===== src/rtl/pacman_move_ctrl.sv =====
// Per-frame sprite motion sequencer for the maze game.
// Latches WASD, probes the wall unit (turn first, then ahead), then steps.
module pacman_move_ctrl #(
    parameter int unsigned X_START = 320,
    parameter int unsigned Y_START = 240,
    parameter int unsigned STEP    = 1,
    parameter int unsigned X_MIN   = 4,
    parameter int unsigned X_MAX   = 635,
    parameter int unsigned Y_MIN   = 4,
    parameter int unsigned Y_MAX   = 475,
    parameter int unsigned TIMEOUT = 15
) (
    input  logic       frame_clk,
    input  logic       Reset,
    input  logic       tick,
    input  logic [7:0] keycode,
    output logic       wall_req,
    output logic [9:0] wall_x,
    output logic [9:0] wall_y,
    input  logic       wall_ack,
    input  logic       wall_blocked,
    output logic [9:0] PosX,
    output logic [9:0] PosY,
    output logic [1:0] dir,
    output logic       moving,
    output logic       overrun
);

    localparam int CW = $clog2(TIMEOUT + 1);
    localparam logic [CW-1:0] CNT_LAST = CW'(TIMEOUT - 1);
    localparam logic [10:0] STEP11 = 11'(STEP);
    localparam logic [9:0]  STEP10 = 10'(STEP);
    localparam logic [10:0] XMIN11 = 11'(X_MIN);
    localparam logic [10:0] XMAX11 = 11'(X_MAX);
    localparam logic [10:0] YMIN11 = 11'(Y_MIN);
    localparam logic [10:0] YMAX11 = 11'(Y_MAX);

    localparam logic [1:0] D_UP    = 2'd0;
    localparam logic [1:0] D_LEFT  = 2'd1;
    localparam logic [1:0] D_DOWN  = 2'd2;
    localparam logic [1:0] D_RIGHT = 2'd3;

    typedef enum logic [1:0] {
        IDLE,
        CHK_TURN,
        CHK_FWD,
        MOVE
    } state_t;

    state_t        state_q;
    logic [9:0]    pos_x_q;
    logic [9:0]    pos_y_q;
    logic [9:0]    wall_x_q;
    logic [9:0]    wall_y_q;
    logic [1:0]    dir_q;
    logic [1:0]    probe_dir_q;
    logic [1:0]    pend_dir_q;
    logic          pend_valid_q;
    logic          moving_q;
    logic          req_q;
    logic          overrun_q;
    logic [CW-1:0] cnt_q;

    logic       key_hit;
    logic [1:0] key_dir;
    logic       eff_pv;
    logic [1:0] eff_pd;

    always_comb begin
        key_hit = 1'b1;
        key_dir = D_UP;
        unique case (1'b1)
            (keycode == 8'h1a): key_dir = D_UP;
            (keycode == 8'h04): key_dir = D_LEFT;
            (keycode == 8'h16): key_dir = D_DOWN;
            (keycode == 8'h07): key_dir = D_RIGHT;
            default:            key_hit = 1'b0;
        endcase
    end

    // A key arriving with the tick takes effect for that same frame.
    assign eff_pv = pend_valid_q | key_hit;
    assign eff_pd = key_hit ? key_dir : pend_dir_q;

    logic [10:0] probe_x11;
    logic [10:0] probe_y11;
    logic        in_range;

    // 11-bit math so a step below zero lands far above the max bound.
    always_comb begin
        probe_x11 = {1'b0, pos_x_q};
        probe_y11 = {1'b0, pos_y_q};
        case (probe_dir_q)
            D_UP:    probe_y11 = {1'b0, pos_y_q} - STEP11;
            D_LEFT:  probe_x11 = {1'b0, pos_x_q} - STEP11;
            D_DOWN:  probe_y11 = {1'b0, pos_y_q} + STEP11;
            default: probe_x11 = {1'b0, pos_x_q} + STEP11;
        endcase
        in_range = (probe_x11 >= XMIN11) && (probe_x11 <= XMAX11) &&
                   (probe_y11 >= YMIN11) && (probe_y11 <= YMAX11);
    end

    logic [9:0] step_x_d;
    logic [9:0] step_y_d;

    always_comb begin
        step_x_d = pos_x_q;
        step_y_d = pos_y_q;
        case (dir_q)
            D_UP:    step_y_d = pos_y_q - STEP10;
            D_LEFT:  step_x_d = pos_x_q - STEP10;
            D_DOWN:  step_y_d = pos_y_q + STEP10;
            default: step_x_d = pos_x_q + STEP10;
        endcase
    end

    logic in_chk;
    logic ack_ok;
    logic timed_out;
    logic probe_done;
    logic probe_clear;

    assign in_chk      = (state_q == CHK_TURN) || (state_q == CHK_FWD);
    assign ack_ok      = req_q && wall_ack;
    assign timed_out   = req_q && !wall_ack && (cnt_q == CNT_LAST);
    assign probe_done  = in_chk &&
                         ((!req_q && !in_range) || ack_ok || timed_out);
    assign probe_clear = ack_ok && !wall_blocked;

    always_ff @(posedge frame_clk or posedge Reset) begin
        if (Reset) begin
            state_q      <= IDLE;
            pos_x_q      <= 10'(X_START);
            pos_y_q      <= 10'(Y_START);
            wall_x_q     <= '0;
            wall_y_q     <= '0;
            dir_q        <= D_UP;
            probe_dir_q  <= D_UP;
            pend_dir_q   <= D_UP;
            pend_valid_q <= 1'b0;
            moving_q     <= 1'b0;
            req_q        <= 1'b0;
            overrun_q    <= 1'b0;
            cnt_q        <= '0;
        end else begin
            overrun_q <= tick && (state_q != IDLE);
            if (key_hit) begin
                pend_dir_q   <= key_dir;
                pend_valid_q <= 1'b1;
            end
            case (state_q)
                IDLE: begin
                    if (tick) begin
                        if (eff_pv && (!moving_q || eff_pd != dir_q)) begin
                            state_q     <= CHK_TURN;
                            probe_dir_q <= eff_pd;
                        end else if (moving_q) begin
                            state_q     <= CHK_FWD;
                            probe_dir_q <= dir_q;
                        end
                    end
                end
                CHK_TURN, CHK_FWD: begin
                    // First cycle in a CHK state has req_q low.
                    if (!req_q && in_range) begin
                        req_q    <= 1'b1;
                        wall_x_q <= probe_x11[9:0];
                        wall_y_q <= probe_y11[9:0];
                        cnt_q    <= '0;
                    end else if (req_q && !probe_done) begin
                        cnt_q <= cnt_q + 1'b1;
                    end
                    if (probe_done) begin
                        req_q <= 1'b0;
                        if (probe_clear) begin
                            state_q <= MOVE;
                            if (state_q == CHK_TURN) begin
                                dir_q    <= probe_dir_q;
                                moving_q <= 1'b1;
                                if (!key_hit && pend_dir_q == probe_dir_q)
                                    pend_valid_q <= 1'b0;
                            end
                        end else if (state_q == CHK_TURN && moving_q) begin
                            state_q     <= CHK_FWD;
                            probe_dir_q <= dir_q;
                        end else begin
                            state_q <= IDLE;
                            if (state_q == CHK_FWD)
                                moving_q <= 1'b0;
                        end
                    end
                end
                MOVE: begin
                    pos_x_q <= step_x_d;
                    pos_y_q <= step_y_d;
                    state_q <= IDLE;
                end
                default: state_q <= IDLE;
            endcase
        end
    end

    assign wall_req = req_q;
    assign wall_x   = wall_x_q;
    assign wall_y   = wall_y_q;
    assign PosX     = pos_x_q;
    assign PosY     = pos_y_q;
    assign dir      = dir_q;
    assign moving   = moving_q;
    assign overrun  = overrun_q;

endmodule


===== config.mk =====
export PLATFORM = sky130hd
export DESIGN_NAME = pacman_move_ctrl
export DESIGN_NICKNAME = d
export VERILOG_FILES = /design/src/rtl/pacman_move_ctrl.sv
export SDC_FILE = /design/constraint.sdc
export NUM_CORES = 1
export LEC_CHECK = 0
export ABC_CLOCK_PERIOD_IN_PS = 9250
export BUFFER_PORTS_ARGS = -buffer_cell sky130_fd_sc_hd__buf_2
export CORE_UTILIZATION = 25
export DETAILED_ROUTE_END_ITERATION = 8
export HOLD_SLACK_MARGIN = 0.06
export PLACE_DENSITY_LB_ADDON = 0.3
export SLEW_MARGIN = 30
export SYNTH_ARGS = -nofsm -noshare
export SYNTH_HDL_FRONTEND = slang
export SYNTH_SLANG_ARGS = --single-unit

===== constraint.sdc =====
create_clock -name frame_clk -period 9.25 [get_ports frame_clk]
set_input_delay 0 -clock frame_clk [delete_from_list [all_inputs] [get_ports frame_clk]]
set_output_delay 0 -clock frame_clk [all_outputs]
set_load 0.05 [all_outputs]

==> results of run 1 <==
## cell families (layout without fill, tap and decap cells)
kind of cell,count (synthesis),after routing,share of synthesized area [%]
mux,26,26,7.15
compound gates,129,129,19.6
fa+ha+maj,35,35,10.2
xor+xnor,36,36,6.99
buf+inv,48,93,5.13
flops,56,56,31.2
simple gates,166,166,19.7
## worst min-delay path, stage by stage
cell	delay [ns]
buf_2	0.14
inv_1	0.05
a31oi_1	0.14
## per-stage QoR
stage                     worst slack [ns]  hold slack [ns]
after detailed placement              4.51            0.243
after global placement                4.65            0.250
after CTS                             4.49           0.0873
after global routing                  4.21            0.119
after floorplan                       5.06            0.138
final                                 4.54           0.0898
## cells in the final DEF (no fill, tap or decap), types with 4 or more instances in the layout
master          n
a211oi_1        4
a21o_1         14
a21oi_1        23
a22o_1          5
a31oi_1        10
buf_2          57
clkbuf_16       5
dfrtp_1        50
dfstp_2         6
dlygate4sd3_1   5
ha_1           32
inv_1          21
mux2_2          7
mux2_4         10
mux2i_1         6
nand2_1        48
nand2b_1       13
nand3_1        17
nand4_1        12
nor2_1         22
nor2b_1         9
nor3_1          7
nor3b_1         4
nor4_1          5
o21a_1          6
o21ai_0        29
o31ai_1         8
or2_2           4
or3_1           6
xnor2_1        17
xor2_1         19
## area by class of cell
type | instances | share of cell area, %
Clock inverter | 2 | 0.244
Clock buffer | 5 | 2.44
Timing Repair Buffer | 64 | 6.83
Tap cell | 225 | 5.49
Sequential cell | 56 | 27.5
Multi-Input combinational cell | 392 | 55.9
Inverter | 22 | 1.61
## repair_timing
action / CTS / global route
setup endpoints to repair: 0 / 0
hold buffers: 5 / 0
hold endpoints to repair: 53 / 0
buffers inserted: 0 / 0
## registers in the layout, indices dropped and copies added, names as in the netlist
name          count
PosX             10
PosY             10
wall_x           10
wall_y           10
cnt_q             4
dir               2
pend_dir_q        2
probe_dir_q       2
state_q           2
moving            1
overrun           1
pend_valid_q      1
wall_req          1
## path summary, 6_finish.rpt
kind / cells after the start / slack (ns) / end / from
min in group asynchronous: 4 / 0.45 / wall_y[9] / Reset
worst max-delay path: 11 / 4.54 / wall_y[8] / probe_dir_q[1]
worst max register to register: 11 / 4.54 / wall_y[8] / probe_dir_q[1]
max in group asynchronous: 4 / 8.32 / PosY[1] / Reset
worst min-delay path: 3 / 0.09 / pend_dir_q[0] / keycode[0]
worst min register to register: 1 / 0.49 / wall_x[4] / wall_x[4]
## layer usage
| layer | share of wire, % | wire length, um | GRT usage [%] | up-vias |
|---|---|---|---|---|
| li1 | - | - | - | 1898 |
| met1 | 46 | 5250 | 16.3 | 1847 |
| met2 | 48 | 5510 | 21.0 | 87 |
| met3 | 5.7 | 656 | 3.54 | 8 |
| met4 | 0.81 | 93 | 3.15 | 0 |
| met5 | 0 | 0 | 0 | - |
## power by group
part | internal (mW) | total [mW] | leakage (nW) | switching, mW
clock | 0.0987 | 0.189 | 0.0657 | 0.0902
sequential | 0.336 | 0.438 | 0.716 | 0.102
combinational | 0.504 | 1.32 | 1.58 | 0.819
==> results.toml, run 1 <==
[flow_run]
drv_cap = 0

[place]
gp_congestion = 0.864
placedCellCount = 754
place_hpwl_mm = 8.64
post_dp_cell_area_um2 = 4940
port-buffer-count = 57

[grt]
antenna_found_initial = 0
grt_pass1_wl_mm = 18.7
grt_usage_pct = 12.7
grt_pass1_vias = 3706
grt.overflow.total = 0
grt_max_degree = 57

[pwr]
power_mw = 1.95
p_per_area_nw_per_um2 = 380
vdd_drop_max_v = 0.000109
cellLeakagePower_nw = 2.36

[cells_and_area]
fill_cells = 1862
n_antenna_cell = 0
instances_no_fill = 766
drive_above_1_share_pct = 18.9
postLayoutCellArea_um2 = 5130
multi_input_area_um2 = 2870
nets = 589
seq_area_um2 = 1410
area.growth.synth_to_final_pct = 13.8
postLayoutCoreUtil_pct = 29.4

[sta]
fin_crit_sh_pct = 50.9
max_slew_margin_pct = 51.1
skew_ns = 0.00330
timing.setup.tns_ns = 0
setup_viol = 0
min_period_ns = 4.71
rsz0062_at_grt = "no"
hold_violations = 0
worst_slew_pin_slew_ns = 0.730
drv_slew = 0
fmax_ghz = 0.212

[clock_tree]
cts_buffers = 5
cts_tree = "built"
cts_resized = 0
worstSkewPairLatency_ns = 0.30
h-tree-depth = 2
clock_path_buffers = 2
clkTransAtPathRegs_ns = 0.07
root_buffer = "clkbuf_16"
cts.sinks = 56

[yosys]
async_flop_share_pct = 100
netlist_area_um2 = 4510
syn_avg_cell_area_um2 = 9.10
yosys.area.top_type = "dfrtp_1"
ys.flop_type = "dfrtp_1"
synth.distinct_cells = 70
synth_warnings = 0
syn_nets = 544
synth-edff-count = 0
synth_area_leaders = "dfrtp_1 (28%), ha_1 (8.9%), nand2_1 (4.0%)"
ys_ff_latch = 56
ys_seq_area_share_pct = 31.2
synth_common_cells = "dfrtp_1 (50), nand2_1 (48), ha_1 (32), o21ai_0 (29), a21oi_1 (23)"
synth_top_area_share_pct = 27.7
synth_most_common_cell = "dfrtp_1"
syn_inst = 496

[critical_path]
max_stage_delay_ns = 0.82
cp-start-kind = "register"
crit_type = "register to register"
cp-end-kind = "register"
worst_ep_arrival_time_ns = 4.89
crit_path_cell_trace = "nand2_1 > ha_1 > nor2b_1 > o31a_1 > o221a_2 > o21a_1 > o31ai_1 > o32ai_2 > nor4_4 > and2_4 > mux2_2"
cp_num_buf_inv = 0
crit_fanout = 25
worst_path_max_delay_cell = "dfrtp_1"
cp.required_ns = 9.44
crit_family = "compound AO/OA/AOI/OAI gates"

[status]
status = "completed"

[die]
die-area_um2 = 18600
core_area_um2 = 17500
die_h_um = 136
die_w_um = 136
pin_count = 58
row_count = 48
initial_core_util_pct = 25.8

[routing]
initialDrtViolationCount = 283
vias = 3840
wl_mm = 11.5
dr.pass1.iters = 5
drc = 0
wire_per_inst_um = 15.0
routed_via_density = 5.01
route.antenna.remaining_nets = 0

[worst_hold_path]
hold_class = "input port to register"
No activity file was read; power rests on OpenSTA's default activity.
==> run 2, diff against run 1 <==
--- a/config.mk
+++ b/config.mk
@@ -5,7 +5,7 @@
 export SDC_FILE = /design/constraint.sdc
 export NUM_CORES = 1
 export LEC_CHECK = 0
-export ABC_CLOCK_PERIOD_IN_PS = 9250
+export ABC_CLOCK_PERIOD_IN_PS = 4600
 export BUFFER_PORTS_ARGS = -buffer_cell sky130_fd_sc_hd__buf_2
 export CORE_UTILIZATION = 25
 export DETAILED_ROUTE_END_ITERATION = 8
==> constraint.sdc (replaced) <==
create_clock -name frame_clk -period 4.6 [get_ports frame_clk]
set_input_delay 0 -clock frame_clk [delete_from_list [all_inputs] [get_ports frame_clk]]
set_output_delay 0 -clock frame_clk [all_outputs]
set_load 0.05 [all_outputs]
==> results.toml, run 2 (synthesis results as in run 1) <==
[status]
status = "completed"

[grt]
antenna_found_initial = 0
grt_pass1_vias = 3680
grt.overflow.total = 0
grt_usage_pct = 12.8
grt_pass1_wl_mm = 18.8
grt_max_degree = 57

[sta]
max_slew_margin_pct = 35.0
hold_violations = 0
timing.setup.tns_ns = 0
skew_ns = 0.00462
drv_slew = 0
rsz0062_at_grt = "no"
fin_crit_sh_pct = 88.3
worst_slew_pin_slew_ns = 0.963
setup_viol = 0
finalHoldWorstSlack_ns = 0.0617
fmax_ghz = 0.246
min_period_ns = 4.06

[critical_path]
cp.required_ns = 4.79
cp-start-kind = "register"
r2r_end = "wall_y[7]"
crit_fanout = 23
rrSetupSlack_ns = 0.54
crit_type = "register to register"
rr_startpoint = "probe_dir_q[1]"
cp-end-kind = "register"
worst_ep_arrival_time_ns = 4.25
reg2reg_depth = 12

[routing]
dr_wl_met3_um = 480
initialDrtViolationCount = 235
wl_mm = 11.2
wl_met2_mm = 5.34
vias = 3754
dr.pass1.iters = 4
drc = 0
met1_length_mm = 5.25
wire_per_inst_um = 14.6
routed_via_density = 4.89
route.antenna.remaining_nets = 0
routed.top_layer = "met4"

[clock_tree]
cts_resized = 0
cts_tree = "built"
h-tree-depth = 2
root_buffer = "clkbuf_16"
clock_path_buffers = 2
clkTransAtPathRegs_ns = 0.07
worstSkewPairLatency_ns = 0.30
ctsHoldBuffers = 4
cts_buffers = 5
cts.sinks = 56
cts_setup_buffers = 0

[place]
port-buffer-count = 57
place_hpwl_mm = 8.53
gp_congestion = 0.825
post_dp_cell_area_um2 = 4970

[cells_and_area]
final_cell_mix = "buf_2 (57), dfrtp_1 (50), nand2_1 (48)"
nets = 591
n_antenna_cell = 0
multi_input_area_um2 = 2870
seq_area_um2 = 1410
final_common_cell = "buf_2"
drive_above_1_share_pct = 19.3
fill_cells = 1798
area.growth.synth_to_final_pct = 15.1
postLayoutCellArea_um2 = 5190

[die]
row_count = 48
die_h_um = 136
initial_core_util_pct = 25.8
die-area_um2 = 18600
die_w_um = 136
pin_count = 58
core_area_um2 = 17500

[pwr]
vdd_drop_max_v = 0.000257
cellLeakagePower_nw = 2.39
p_per_area_nw_per_um2 = 777

[flow_run]
drv_cap = 0

[worst_hold_path]
holdPathStages = 2
hold_class = "input port to register"
hold_path_end = "pend_dir_q[0]"
min_from = "keycode[1]"
-- run 2: worst max-delay path by stage --
stage | from | endpoint | slack [ns] | cells after the start
after floorplan | probe_dir_q[1] | state_q[1] | 0.41 | 15
after global placement | probe_dir_q[0] | wall_y[7] | 0.63 | 12
after detailed placement | probe_dir_q[1] | wall_y[7] | 0.56 | 12
after CTS | probe_dir_q[1] | wall_y[7] | 0.54 | 12
after global routing | probe_dir_q[1] | wall_y[7] | 0.24 | 12
final | probe_dir_q[1] | wall_y[7] | 0.54 | 12
-- run 2: metrics by stage --
| stage | utilization (%) | instances | power (mW) | worst slack [ns] |
|---|---|---|---|---|
| after floorplan | - | 496 | 3.02 | 0.405 |
| after global placement | 28.4 | 757 | 3.52 | 0.632 |
| after detailed placement | 28.4 | 757 | 3.55 | 0.558 |
| after CTS | 29.7 | 768 | 4.07 | 0.543 |
| after global routing | 29.7 | 768 | 4.38 | 0.237 |
| final | 29.7 | 768 | 4.03 | 0.538 |
-- run 2: layer usage --
metal	GRT usage, %	vias up
met5	0	-
met4	3.21	0
met3	2.83	7
met2	21.3	61
met1	16.6	1782
li1	-	1904
-- run 2: power breakdown --
part           total, mW  switching (mW)  internal (mW)
logic               2.67            1.65           1.02
registers          0.871           0.195          0.676
clock network      0.494           0.184          0.309
-- run 2: cell type report --
class / count / area share (%)
Timing Repair Buffer: 66 / 6.99
Clock inverter: 2 / 1.16
Tap cell: 225 / 5.42
Multi-Input combinational cell: 392 / 55.3
Inverter: 22 / 1.59
Sequential cell: 56 / 27.1
Clock buffer: 5 / 2.41
-- run 2: worst max-delay path: stages, from the launching register on --
cell     delay [ns]
dfrtp_1        0.44
nand2_1        0.31
inv_1          0.11
fa_1           0.41
nor2b_1        0.20
o31a_1         0.24
o221a_2        0.25
mux2i_1        0.18
nand3_1        0.08
o32a_2         0.39
nor4_4         0.49
and2_4         0.46
mux2_2         0.37
